File: config.mk
export PLATFORM = sky130hd
export DESIGN_NAME = tft_pattern_gen
export DESIGN_NICKNAME = d
export VERILOG_FILES = /design/src/rtl/tft_pkg.sv /design/src/rtl/tft_pattern_color.sv /design/src/rtl/tft_pattern_gen.sv
export SDC_FILE = /design/constraint.sdc
export NUM_CORES = 1
export LEC_CHECK = 0
export ABC_CLOCK_PERIOD_IN_PS = 11500
export CAP_MARGIN = 30
export CORE_UTILIZATION = 40
export CTS_CLUSTER_DIAMETER = 50
export DETAILED_ROUTE_END_ITERATION = 10
export GPL_TIMING_DRIVEN = 0
export SETUP_SLACK_MARGIN = 0.1
export SYNTH_ARGS = -nofsm -noshare
export SYNTH_HDL_FRONTEND = slang
export SYNTH_SLANG_ARGS = --single-unit
File: constraint.sdc
create_clock -name in_clk -period 11.5 [get_ports in_clk]
set_clock_uncertainty 0.2 [all_clocks]
set_input_delay 1.15 -clock in_clk [delete_from_list [all_inputs] [get_ports in_clk]]
set_output_delay 1.15 -clock in_clk [all_outputs]
set_load 0.03 [all_outputs]
File: src/rtl/tft_pkg.sv
// Shared constants for the TFT test-pattern generator: RGB565 colours,
// pattern mode codes and default raster size.
package tft_pkg;

    localparam int H_RES_DEF = 320;
    localparam int V_RES_DEF = 240;

    typedef enum logic [1:0] {
        MODE_SOLID    = 2'd0,
        MODE_BARS     = 2'd1,
        MODE_CHECKER  = 2'd2,
        MODE_GRADIENT = 2'd3
    } mode_e;

    localparam logic [15:0] RGB_WHITE   = 16'hFFFF;
    localparam logic [15:0] RGB_YELLOW  = 16'hFFE0;
    localparam logic [15:0] RGB_CYAN    = 16'h07FF;
    localparam logic [15:0] RGB_GREEN   = 16'h07E0;
    localparam logic [15:0] RGB_MAGENTA = 16'hF81F;
    localparam logic [15:0] RGB_RED     = 16'hF800;
    localparam logic [15:0] RGB_BLUE    = 16'h001F;
    localparam logic [15:0] RGB_BLACK   = 16'h0000;

    function automatic logic [15:0] bar_color(input logic [2:0] idx);
        logic [15:0] c;
        case (idx)
            3'd0:    c = RGB_WHITE;
            3'd1:    c = RGB_YELLOW;
            3'd2:    c = RGB_CYAN;
            3'd3:    c = RGB_GREEN;
            3'd4:    c = RGB_MAGENTA;
            3'd5:    c = RGB_RED;
            3'd6:    c = RGB_BLUE;
            default: c = RGB_BLACK;
        endcase
        return c;
    endfunction

endpackage

File: src/rtl/tft_pattern_color.sv
// Combinational RGB565 colour for one pixel from mode, coordinates and frame count.
// TFT_PATTERN_SCROLL_EN: bars and checkerboard scroll horizontally one pixel per frame.
module tft_pattern_color
    import tft_pkg::*;
#(
    parameter int H_RES        = H_RES_DEF,
    parameter int CHECKER_LOG2 = 4,
    parameter int FCNT_W       = 8
) (
    input  logic [1:0]        in_mode,
    input  logic [8:0]        in_x,
    input  logic [8:0]        in_y,
    input  logic [FCNT_W-1:0] in_frame,
    input  logic [15:0]       in_fill,
    output logic [15:0]       out_color
);

    logic [8:0] w_xs;
    logic [2:0] w_bar_idx;
    logic       w_unused;

`ifdef TFT_PATTERN_SCROLL_EN
    // Single conditional subtract is enough while the frame count stays below H_RES.
    logic [9:0] w_xsum;
    assign w_xsum = {1'b0, in_x} + 10'(in_frame);
    assign w_xs   = (w_xsum >= 10'(H_RES)) ? 9'(w_xsum - 10'(H_RES)) : w_xsum[8:0];
`else
    assign w_xs = in_x;
`endif

    // Bar index = xs*8/H_RES, found by counting the constant thresholds already passed.
    always_comb begin
        w_bar_idx = 3'd0;
        for (int k = 1; k < 8; k++) begin
            if (int'(w_xs) >= (k * H_RES) / 8) begin
                w_bar_idx = w_bar_idx + 3'd1;
            end
        end
    end

    always_comb begin
        out_color = RGB_BLACK;
        case (mode_e'(in_mode))
            MODE_SOLID:    out_color = in_fill;
            MODE_BARS:     out_color = bar_color(w_bar_idx);
            MODE_CHECKER:  out_color = (w_xs[CHECKER_LOG2] ^ in_y[CHECKER_LOG2]) ? RGB_WHITE : RGB_BLACK;
            MODE_GRADIENT: out_color = {in_x[8:4], in_y[7:2], in_frame[4:0]};
            default:       out_color = RGB_BLACK;
        endcase
    end

    assign w_unused = ^{in_y, in_frame};

endmodule

File: src/rtl/tft_pattern_gen.sv
// ILI9341 pixel source: raster-ordered RGB565 stream with valid/ready handshake.
// Define TFT_PATTERN_SCROLL_EN to make bars/checkerboard scroll one pixel per frame.
module tft_pattern_gen
    import tft_pkg::*;
#(
    parameter int H_RES        = H_RES_DEF,
    parameter int V_RES        = V_RES_DEF,
    parameter int CHECKER_LOG2 = 4,
    parameter int FCNT_W       = 8
) (
    input  logic              in_clk,
    input  logic              in_rst_n,
    input  logic              in_enable,
    input  logic [1:0]        in_mode,
    input  logic [15:0]       in_fill_color,
    input  logic              in_pix_ready,
    output logic              out_pix_valid,
    output logic [15:0]       out_pix_data,
    output logic [8:0]        out_pix_x,
    output logic [8:0]        out_pix_y,
    output logic              out_sof,
    output logic              out_eof,
    output logic [FCNT_W-1:0] out_frame_cnt
);

    logic [8:0]        r_x;
    logic [8:0]        r_y;
    logic [1:0]        r_mode;
    logic [15:0]       r_fill;
    logic              r_valid;
    logic [15:0]       r_data;
    logic [8:0]        r_pix_x;
    logic [8:0]        r_pix_y;
    logic              r_sof;
    logic              r_eof;
    logic [FCNT_W-1:0] r_frame_cnt;

    logic              w_take;
    logic              w_load;
    logic              w_first;
    logic              w_last_x;
    logic              w_last_y;
    logic [1:0]        w_mode;
    logic [15:0]       w_fill;
    logic [15:0]       w_color;

    assign w_take   = !r_valid || in_pix_ready;
    assign w_load   = w_take && in_enable;
    assign w_first  = (r_x == 9'd0) && (r_y == 9'd0);
    assign w_last_x = (r_x == 9'(H_RES - 1));
    assign w_last_y = (r_y == 9'(V_RES - 1));

    // Pixel (0,0) is coloured from the live inputs, the rest of the frame from the latched copy.
    assign w_mode = w_first ? in_mode       : r_mode;
    assign w_fill = w_first ? in_fill_color : r_fill;

    tft_pattern_color #(
        .H_RES        (H_RES),
        .CHECKER_LOG2 (CHECKER_LOG2),
        .FCNT_W       (FCNT_W)
    ) u_color (
        .in_mode   (w_mode),
        .in_x      (r_x),
        .in_y      (r_y),
        .in_frame  (r_frame_cnt),
        .in_fill   (w_fill),
        .out_color (w_color)
    );

    always_ff @(posedge in_clk) begin
        if (!in_rst_n) begin
            r_x         <= '0;
            r_y         <= '0;
            r_mode      <= '0;
            r_fill      <= '0;
            r_valid     <= 1'b0;
            r_data      <= '0;
            r_pix_x     <= '0;
            r_pix_y     <= '0;
            r_sof       <= 1'b0;
            r_eof       <= 1'b0;
            r_frame_cnt <= '0;
        end else if (w_load) begin
            r_valid <= 1'b1;
            r_data  <= w_color;
            r_pix_x <= r_x;
            r_pix_y <= r_y;
            r_sof   <= w_first;
            r_eof   <= w_last_x && w_last_y;
            if (w_first) begin
                r_mode <= in_mode;
                r_fill <= in_fill_color;
            end
            if (w_last_x) begin
                r_x <= '0;
                if (w_last_y) begin
                    r_y         <= '0;
                    r_frame_cnt <= r_frame_cnt + FCNT_W'(1);
                end else begin
                    r_y <= r_y + 9'd1;
                end
            end else begin
                r_x <= r_x + 9'd1;
            end
        end else if (w_take) begin
            r_valid <= 1'b0;
        end
    end

    assign out_pix_valid = r_valid;
    assign out_pix_data  = r_data;
    assign out_pix_x     = r_pix_x;
    assign out_pix_y     = r_pix_y;
    assign out_sof       = r_sof;
    assign out_eof       = r_eof;
    assign out_frame_cnt = r_frame_cnt;

endmodule

==> results of run 1 <==
## final cells by class
| cell class | instances | area (um^2) | area share (%) |
|---|---|---|---|
| flip-flops and latches | 81 | 1620 | 31.2 |
| plain buffers | 31 | 128 | 2.45 |
| clock inverters | 5 | 62.6 | 1.20 |
| well taps | 133 | 166 | 3.20 |
| inverters | 9 | 33.8 | 0.650 |
| repair buffers | 66 | 661 | 12.7 |
| multi-input cells | 384 | 2380 | 45.7 |
| clock buffers | 11 | 151 | 2.91 |
## stage by stage
step | instances | area (um^2)
2_1_floorplan | 505 | 4160
3_3_place_gp | 704 | 4990
3_5_place_dp | 704 | 4990
4_1_cts | 720 | 5200
5_1_grt | 720 | 5200
6_report | 720 | 5200
## power breakdown
part           switching [mW]  internal (mW)
Clock                   0.114          0.113
Combinational          0.0566         0.0385
Sequential            0.00744          0.292
## layer usage
layer	share of wire (%)	up-vias	track usage (%)	wire length, um
met5	0	-	0	0
met4	1.1	0	4.90	129
met3	4.9	10	4.51	568
met2	44	106	34.3	5130
met1	50	1812	30.5	5780
li1	-	1932	-	-
## worst min-delay path, delay by kind of cell (launching register included)
| kind | cells | cell delay [ns] |
|---|---|---|
| AO/OA/AOI/OAI | 1 | 0.05 |
| flip-flops | 1 | 0.34 |
| AND/OR/NAND/NOR | 1 | 0.04 |
## logic make-up (layout without fill, tap and decap cells)
group	after synthesis	in the layout	synth area share, %
AND/OR/NAND/NOR	218	218	24.8
XOR/XNOR	24	24	5.38
multiplexers	5	5	1.23
adder cells (fa/ha/maj)	11	11	3.31
buffers and inverters	40	122	3.88
AO/OA/AOI/OAI	126	126	22.4
flip-flops	81	81	39.0
## registers in the layout, summed over array words and instances, names as in the netlist
name and flops:
r_x 9, r_y 9, out_frame_cnt 8, out_pix_x 9
out_pix_valid 1, out_pix_data 16, out_eof 1, r_fill 16
out_sof 1, r_mode 2, out_pix_y 9
## cells in the mapped netlist, drive strengths merged, types with 2 or more instances
cell and number:
mux2i 4, nor2b 7, nand3 8, nor4 3, nand2 122, o221ai 10, o21a 2, or2 4
dfxtp 81, nand4 9, a22o 6, a21boi 41, and3 8, o41ai 5, o211ai 2, a221oi 6
clkbuf 21, inv 9, o311a 2, xor2 9, or3 4, and2 13, a2bb2oi 7, nor3 14
nor2 18, nand2b 2, a21oi 13, o21ai 18, xnor2 14, a211oi 6, ha 11, buf 10
## how the worst max path moves through the flow
stage,start,endpoint,slack (ns),cells after the start
2_1_floorplan,r_x[6],out_pix_data[14],7.39,19
3_3_place_gp,r_x[7],out_pix_data[11],6.70,19
3_5_place_dp,r_x[6],out_pix_data[11],6.62,19
4_1_cts,r_x[6],out_pix_data[11],6.60,19
5_1_grt,r_x[7],out_pix_data[6],6.33,20
6_report,r_x[6],out_pix_data[11],6.65,19
==> results.txt, run 1 <==
Status: finished clean
Vias in the first global route: 3659
Critical path peak fanout: 10
Initial Util: 42.0%
GRT Residual Overflow: 0
Minimum clock period: 4.85 ns
FMAX: 206 MHz
Dpl hpwl: 8450 um
WP buf/inv: 2
Post-route DRC: 0
Initial antenna violation count: 0
Worst reg-to-reg path cell count: 19
Worst-Skew Late Latency: 0.36 ns
Vias: 3860
Final #Nets: 615
Setup WS pre-CTS: 6.62 ns
Final setup fails: 0
Post-synth design cell area: 4160 um^2
Syn. warnings: 0
CP max-delay cell: a221oi_1
Drt wl/cell: 16.1 um
Post-route setup TNS: 0 ns
Fin util: 52.5%
Mapped Nets: 538
Hold/Removal Path Class: reg2reg
Syn avg cell area: 8.24 um^2
Synth top area cells: dfxtp_1, nand2_1, a21boi_0, ha_1, xnor2_1
Fin worst setup slack: 6.65 ns
Least-Margin Pin Slew: 0.722 ns
Yosys top cell by area: dfxtp_1
Slew Viols, Final: 0
WHS Path Cells: 2
Worst setup SP type: register
Layout Area Growth over Synthesis: 25.0%
First-pass GRT wire length: 18900 um
Slew HR: 51.4%
Std-Cell Rows: 36
N_diodes: 0
EDFF count, synth: 0
Register bit total from synthesis: 81
Worst setup EP type: register
Slowest cell delay on critical path: 0.45 ns
Max Buffers Root-to-Sink: 2
Post-synth top flop: dfxtp_1
Setup bufs post-CTS: 0
Share of cells above drive strength 1: 6.30%
Number of buffers created by CTS: 9
Data arrival, critical path: 4.89 ns
Register area share after synthesis: 39.0%
Worst reg2reg startpoint: r_x[6]
Mapped Cells: 505
Clock slew at reported path FFs: 0.09 ns
Root buffer cell: clkbuf_8
H-Tree Depth: 3
Worst hold slack: 0.259 ns
Worst vdd ir: 0.0553 mV
Pin count of the biggest net entering global routing: 15
Sinks on Clock Net: 81
RSZ-0062 raised after global routing: false
Routability cong.: 0.815
# IOs: 67
DR pass1 iterations: 5
Number of hold buffers added after cts: 0
Clock tree from TritonCTS: yes
Commonest non-fill, non-tap cell in the layout: nand2_1
Number of vias per cell: 5.36
CORE AREA: 9910 um^2
Initial DRC count: 234
Final period util: 42.2%
Min-delay src: out_pix_data[12]
Filler cells: 967
Power after layout: 621 uW
Worst Hold End: out_pix_data[12]
Die area: 10800 um^2
Most frequent cells in the layout: nand2_1, dfxtp_1, clkdlybuf4s50_1
Ys async rst share: 0%
Critical Path RT: 11.54 ns
Leakage: 1.92 nW
Max Cap Violations: 0
Die X: 104 um
Post-cts resize count: 0
Die Height: 104 um
Delay-heaviest family, CP: adder cells
Post-route ant nets: 0
Final Hold Vio Count: 0
Total wire length: 11600 um
Critical path class: reg2reg
Power per cell area: 119 nW/um^2
Most used cell, CP: ha_1
Yosys cell types: 57
GRT Overall Usage: 21.8%
R2r endpoint: out_pix_data[11]
R2R Setup Slk: 6.65 ns
Cell chain of the critical path: buf_2 > nor3_1 > and2_1 > ha_1 > buf_1 > xor2_1 > ha_1 > a21o_1 > ha_1 > o22a_1 > ha_1 > nand2_1 > nand2_1 > ha_1 > mux2i_1 > a21oi_1 > a21oi_1 > a221oi_1 > o21ai_0
Synth top area share: 39.0%
Port bufs: 66
(Power assumes the default switching activity.)
==> inputs of run 2 (changes only) <==
--- a/config.mk
+++ b/config.mk
@@ -5,7 +5,7 @@
 export SDC_FILE = /design/constraint.sdc
 export NUM_CORES = 1
 export LEC_CHECK = 0
-export ABC_CLOCK_PERIOD_IN_PS = 11500
+export ABC_CLOCK_PERIOD_IN_PS = 4700
 export CAP_MARGIN = 30
 export CORE_UTILIZATION = 40
 export CTS_CLUSTER_DIAMETER = 50
==> constraint.sdc (replaced) <==
create_clock -name in_clk -period 4.7 [get_ports in_clk]
set_clock_uncertainty 0.2 [all_clocks]
set_input_delay 0.47 -clock in_clk [delete_from_list [all_inputs] [get_ports in_clk]]
set_output_delay 0.47 -clock in_clk [all_outputs]
set_load 0.03 [all_outputs]
==> results.txt, run 2 (same netlist as run 1, synthesis figures left out) <==
Slowest cell delay on critical path: 0.40 ns (was 0.45 ns)
Worst vdd ir: 0.134 mV (was 0.0553 mV)
Critical path peak fanout: 10 (unchanged)
Post-route DRC: 0 (unchanged)
Final #Nets: 616 (was 615)
Worst setup SP type: register (unchanged)
Std-Cell Rows: 36 (unchanged)
Vias: 3899 (was 3860)
Initial DRC count: 244 (was 234)
Sinks on Clock Net: 81 (unchanged)
Fin util: 53.4% (was 52.5%)
Number of buffers created by CTS: 9 (unchanged)
Layout Area Growth over Synthesis: 27.2% (was 25.0%)
CORE AREA: 9910 um^2 (unchanged)
Number of hold buffers added after cts: 0 (unchanged)
Initial antenna violation count: 0 (unchanged)
Cell chain of the critical path: buf_6 > o21ai_0 > and2_4 > ha_1 > clkbuf_2 > xor2_1 > ha_1 > a21o_1 > ha_1 > o21a_1 > o21ai_0 > nand2_1 > ha_1 > mux2i_1 > a21oi_1 > a21oi_2 > a221oi_2 > o21ai_0 (was buf_2 > nor3_1 > and2_1 > ha_1 > buf_1 > xor2_1 > ha_1 > a21o_1 > ha_1 > o22a_1 > ha_1 > nand2_1 > nand2_1 > ha_1 > mux2i_1 > a21oi_1 > a21oi_1 > a221oi_1 > o21ai_0)
Clock tree from TritonCTS: yes (unchanged)
Least-Margin Pin Slew: 0.920 ns (was 0.722 ns)
Hold/Removal Path Class: reg2reg (unchanged)
Most used cell, CP: ha_1 (unchanged)
Total wire length: 11600 um (about the same)
Worst setup EP type: register (unchanged)
# IOs: 67 (unchanged)
WP depth: 18 (was 19)
Port bufs: 66 (unchanged)
Routability cong.: 0.815 (unchanged)
Delay-heaviest family, CP: compound AO/OA/AOI/OAI gates (was adder cells)
Number of vias per cell: 5.41 (was 5.36)
N_diodes: 0 (unchanged)
Slew HR: 38.0% (was 51.4%)
R2r endpoint: out_pix_data[11] (unchanged)
RSZ-0062 raised after global routing: false (unchanged)
Leakage: 1.95 nW (was 1.92 nW)
WP buf/inv: 2 (unchanged)
Worst reg-to-reg path cell count: 18 (was 19)
Share of cells above drive strength 1: 9.18% (was 6.30%)
Worst-Skew Late Latency: 0.36 ns (about the same)
DR pass1 iterations: 4 (was 5)
H-Tree Depth: 3 (unchanged)
GRT Overall Usage: 21.8% (about the same)
Filler cells: 957 (was 967)
Initial Util: 42.0% (unchanged)
CP max-delay cell: dfxtp_2 (was a221oi_1)
Setup crit end: out_pix_data[11] (unchanged)
Fin worst setup slack: 0.331 ns (was 6.65 ns)
Setup WS pre-CTS: -0.179 ns (was 6.62 ns)
Data arrival, critical path: 4.42 ns (was 4.89 ns)
Status: finished clean (unchanged)
Pin count of the biggest net entering global routing: 15 (unchanged)
Final period util: 93.0% (was 42.2%)
Die Height: 104 um (unchanged)
Critical Path RT: 4.75 ns (was 11.54 ns)
Vias in the first global route: 3670 (was 3659)
Worst hold slack: 0.259 ns (about the same)
R2R Setup Slk: 0.33 ns (was 6.65 ns)
WHS Path Cells: 2 (unchanged)
Max Cap Violations: 0 (unchanged)
GRT Residual Overflow: 0 (unchanged)
Worst reg2reg startpoint: r_x[4] (was r_x[6])
FMAX: 229 MHz (was 206 MHz)
Root buffer cell: clkbuf_8 (unchanged)
First-pass GRT wire length: 18900 um (about the same)
Final setup fails: 0 (unchanged)
Power per cell area: 287 nW/um^2 (was 119 nW/um^2)
Max Buffers Root-to-Sink: 2 (unchanged)
Dpl hpwl: 8450 um (unchanged)
Clock slew at reported path FFs: 0.09 ns (about the same)
Most frequent cells in the layout: nand2_1, dfxtp_1, clkdlybuf4s50_1 (unchanged)
Commonest non-fill, non-tap cell in the layout: nand2_1 (unchanged)
Post-route ant nets: 0 (unchanged)
Die area: 10800 um^2 (unchanged)
Slew Viols, Final: 0 (unchanged)
Drt wl/cell: 16.1 um (about the same)
Critical path class: reg2reg (unchanged)
Final Hold Vio Count: 0 (unchanged)
Die X: 104 um (unchanged)
Minimum clock period: 4.37 ns (was 4.85 ns)
Critical path origin: r_x[4] (was r_x[6])
run 2: power by group:
group	switching, mW	internal, mW	total (mW)
clock	0.275	0.278	0.552
combinational	0.141	0.0968	0.237
sequential	0.0183	0.713	0.731
total	0.434	1.09	1.52
run 2: metrics by stage:
step                instance area [um^2]  instances  setup TNS [ns]  power (mW)
floorplan                           4160        505               0       0.885
global placement                    4990        704          -0.397       0.977
detailed placement                  4990        704          -0.689       0.980
CTS                                 5250        720               0        1.54
global route                        5290        721               0        1.58
finish                              5290        721               0        1.52
run 2: tightest hold or removal path: stages (launching register included):
cell,delay [ns]
dfxtp_1,0.33
nand2_1,0.04
o21ai_0,0.05
run 2: how the worst min path moves through the flow:
stage,slack (ns),startpoint,end
finish,0.26,out_pix_data[12],out_pix_data[12]
global route,0.29,out_pix_data[12],out_pix_data[12]
CTS,0.26,out_pix_data[12],out_pix_data[12]
detailed placement,0.24,out_pix_data[12],out_pix_data[12]
global placement,0.23,out_pix_data[12],out_pix_data[12]
floorplan,0.24,r_fill[10],r_fill[10]
run 2: layer usage:
metal	global-route usage, %	wire length, um	share of wire [%]
met5	0	0	0
met4	4.39	99	0.85
met3	4.51	589	5.1
met2	34.9	5280	45
met1	30.4	5670	49
run 2: area by class of cell:
cell class | count | area, um^2 | share of cell area [%]
flip-flops and latches | 81 | 1630 | 30.8
multi-input cells | 384 | 2430 | 45.8
well taps | 133 | 166 | 3.14
clock buffers | 11 | 151 | 2.86
plain buffers | 31 | 154 | 2.91
repair buffers | 67 | 668 | 12.6
inverters | 9 | 33.8 | 0.638
clock inverters | 5 | 62.6 | 1.18
run 2: what timing repair did:
action / 4_1_cts / 5_1_grt
resized for setup: 10 / 19
pin swaps: 0 / 3
setup endpoints to repair: 11 / 11
buffers inserted: 0 / 1
==> inputs of run 3 (changes only) <==
--- a/config.mk
+++ b/config.mk
@@ -7,10 +7,11 @@
 export LEC_CHECK = 0
 export ABC_CLOCK_PERIOD_IN_PS = 4700
 export CAP_MARGIN = 30
-export CORE_UTILIZATION = 40
+export CORE_UTILIZATION = 54
 export CTS_CLUSTER_DIAMETER = 50
 export DETAILED_ROUTE_END_ITERATION = 10
 export GPL_TIMING_DRIVEN = 0
+export PLACE_DENSITY = 0.8
 export SETUP_SLACK_MARGIN = 0.1
 export SYNTH_ARGS = -nofsm -noshare
 export SYNTH_HDL_FRONTEND = slang
==> results.txt, run 3 (same netlist as run 1, synthesis figures left out) <==
Minimum clock period: 4.40 ns (was 4.37 ns)
Data arrival, critical path: 4.44 ns (was 4.42 ns)
Port bufs: 66 (unchanged)
Multi-input logic area: 2430 um^2 (unchanged)
Initial Util: 56.8% (was 42.0%)
Slew Viols, Final: 0 (unchanged)
Layout Area Growth over Synthesis: 25.7% (was 27.2%)
Hold/Removal Path Class: reg2reg (unchanged)
Post-route ant nets: 0 (unchanged)
Routability cong.: 0.902 (was 0.815)
Die area: 8060 um^2 (was 10800 um^2)
Worst setup SP type: register (unchanged)
Worst reg-to-reg path cell count: 18 (unchanged)
Final period util: 93.6% (was 93.0%)
Drt wl/cell: 16.2 um (was 16.1 um)
Die X: 89.8 um (was 104 um)
Leakage: 1.95 nW (about the same)
Status: finished clean (unchanged)
Worst-Skew Late Latency: 0.36 ns (about the same)
Critical path peak fanout: 10 (unchanged)
Delay-heaviest family, CP: adder cells (was compound AO/OA/AOI/OAI gates)
Pin count of the biggest net entering global routing: 14 (was 15)
H-Tree Depth: 3 (unchanged)
Initial antenna violation count: 0 (unchanged)
Clock tree from TritonCTS: yes (unchanged)
CORE AREA: 7330 um^2 (was 9910 um^2)
Slowest cell delay on critical path: 0.36 ns (was 0.40 ns)
Placed Cells incl. Taps: 670 (was 704)
Total wire length: 11100 um (was 11600 um)
First-pass GRT wire length: 18300 um (was 18900 um)
Layout Cells excl Fill: 688 (was 721)
Fin worst setup slack: 0.302 ns (was 0.331 ns)
Most frequent cells in the layout: nand2_1, dfxtp_1, clkdlybuf4s50_1 (unchanged)
Cell chain of the critical path: buf_4 > nor3_4 > and2_4 > ha_2 > xor2_1 > ha_1 > a21o_1 > ha_1 > o22a_1 > ha_1 > nand2_1 > nand2_1 > ha_1 > mux2i_1 > a21oi_1 > a21oi_2 > a221oi_1 > o21ai_0 (was buf_6 > o21ai_0 > and2_4 > ha_1 > clkbuf_2 > xor2_1 > ha_1 > a21o_1 > ha_1 > o21a_1 > o21ai_0 > nand2_1 > ha_1 > mux2i_1 > a21oi_1 > a21oi_2 > a221oi_2 > o21ai_0)
Number of hold buffers added after cts: 0 (unchanged)
Dpl hpwl: 8070 um (was 8450 um)
Slew HR: 44.8% (was 38.0%)
Cell Area, Placed: 4940 um^2 (was 4990 um^2)
Critical path origin: r_x[7] (was r_x[4])
Post-route DRC: 0 (unchanged)
Most used cell, CP: ha_1 (unchanged)
Final Hold Vio Count: 0 (unchanged)
Std-Cell Rows: 31 (was 36)
Clock slew at reported path FFs: 0.09 ns (about the same)
Critical path class: reg2reg (unchanged)
CP max-delay cell: dfxtp_2 (unchanged)
Max Buffers Root-to-Sink: 2 (unchanged)
Power per cell area: 285 nW/um^2 (was 287 nW/um^2)
Final setup fails: 0 (unchanged)
Worst vdd ir: 0.170 mV (was 0.134 mV)
GRT Overall Usage: 28.1% (was 21.8%)
DR pass1 iterations: 5 (was 4)
Vias: 4023 (was 3899)
Fin util: 71.3% (was 53.4%)
Number of buffers created by CTS: 9 (unchanged)
Final #Nets: 617 (was 616)
R2r endpoint: out_pix_data[11] (unchanged)
Max Cap Violations: 0 (unchanged)
Number of vias per cell: 5.85 (was 5.41)
FMAX: 227 MHz (was 229 MHz)
Worst setup EP type: register (unchanged)
Filler cells: 557 (was 957)
# IOs: 67 (unchanged)
WP buf/inv: 1 (was 2)
Die Height: 89.8 um (was 104 um)
RSZ-0062 raised after global routing: false (unchanged)
Worst Hold End: out_pix_data[13] (was out_pix_data[12])
Min-delay src: out_pix_data[13] (was out_pix_data[12])
Vias in the first global route: 3735 (was 3670)
Setup WS pre-CTS: -0.132 ns (was -0.179 ns)
Worst hold slack: 0.251 ns (was 0.259 ns)
GRT Residual Overflow: 0 (unchanged)
Worst reg2reg startpoint: r_x[7] (was r_x[4])
Root buffer cell: clkbuf_8 (unchanged)
WHS Path Cells: 2 (unchanged)
R2R Setup Slk: 0.30 ns (was 0.33 ns)
Register area: 1630 um^2 (about the same)
N_diodes: 0 (unchanged)
Post-route cell area: 5230 um^2 (was 5290 um^2)
Commonest non-fill, non-tap cell in the layout: nand2_1 (unchanged)
Least-Margin Pin Slew: 0.820 ns (was 0.920 ns)
Share of cells above drive strength 1: 8.83% (was 9.18%)
Sinks on Clock Net: 81 (unchanged)
Initial DRC count: 327 (was 244)
Critical Path RT: 4.74 ns (was 4.75 ns)
[run 3: cell types whose count changed in the layout (fill, tap and decap cells not counted), sizes merged]
cell      delta
clkinvlp     -1
buf          +2
[run 3: report_power, final]
part / internal, mW / leakage (nW) / switching (mW) / total, mW
clock network: 0.261 / 0.0970 / 0.254 / 0.516
logic: 0.101 / 1.19 / 0.141 / 0.242
registers: 0.713 / 0.660 / 0.0184 / 0.732
[run 3: stage by stage]
stage,power [mW],TNS (ns)
2_1_floorplan,0.885,0
3_3_place_gp,0.972,-0.0470
3_5_place_dp,0.977,-0.764
4_1_cts,1.49,0
5_1_grt,1.55,0
6_report,1.49,0
[run 3: metal layers]
metal	wire length (um)	share of wire [%]	vias to the layer above	track usage [%]
li1	-	-	1941	-
met1	4840	44	1900	35.2
met2	5240	47	153	46.8
met3	778	7.0	29	6.94
met4	270	2.4	0	10.1
met5	0	0	-	0
[run 3: cell type report]
| cell class | count | share of cell area, % |
|---|---|---|
| Buffer | 30 | 2.63 |
| Timing Repair Buffer | 69 | 13.1 |
| Clock inverter | 4 | 0.981 |
| Clock buffer | 12 | 2.78 |
| Multi-Input combinational cell | 384 | 46.4 |
| Sequential cell | 81 | 31.1 |
| Inverter | 9 | 0.646 |
| Tap cell | 99 | 2.37 |
[run 3: how the worst max path moves through the flow]
| stage | to | cells after the start |
|---|---|---|
| floorplan | out_pix_data[14] | 19 |
| global placement | out_pix_data[8] | 20 |
| detailed placement | out_pix_data[5] | 20 |
| CTS | out_pix_data[12] | 19 |
| global route | out_pix_data[5] | 22 |
| finish | out_pix_data[11] | 18 |
[run 3: tightest hold or removal path: stages, from the launching register on]
cell,delay (ns)
dfxtp_1,0.32
nand2_1,0.05
o21ai_1,0.05
[run 3: what timing repair did]
| action | CTS | global route |
|---|---|---|
| endpoints found under the setup margin | 11 | 11 |
| resized for setup | 8 | 16 |
| buffers inserted | 0 | 3 |
| pin swaps | 0 | 2 |
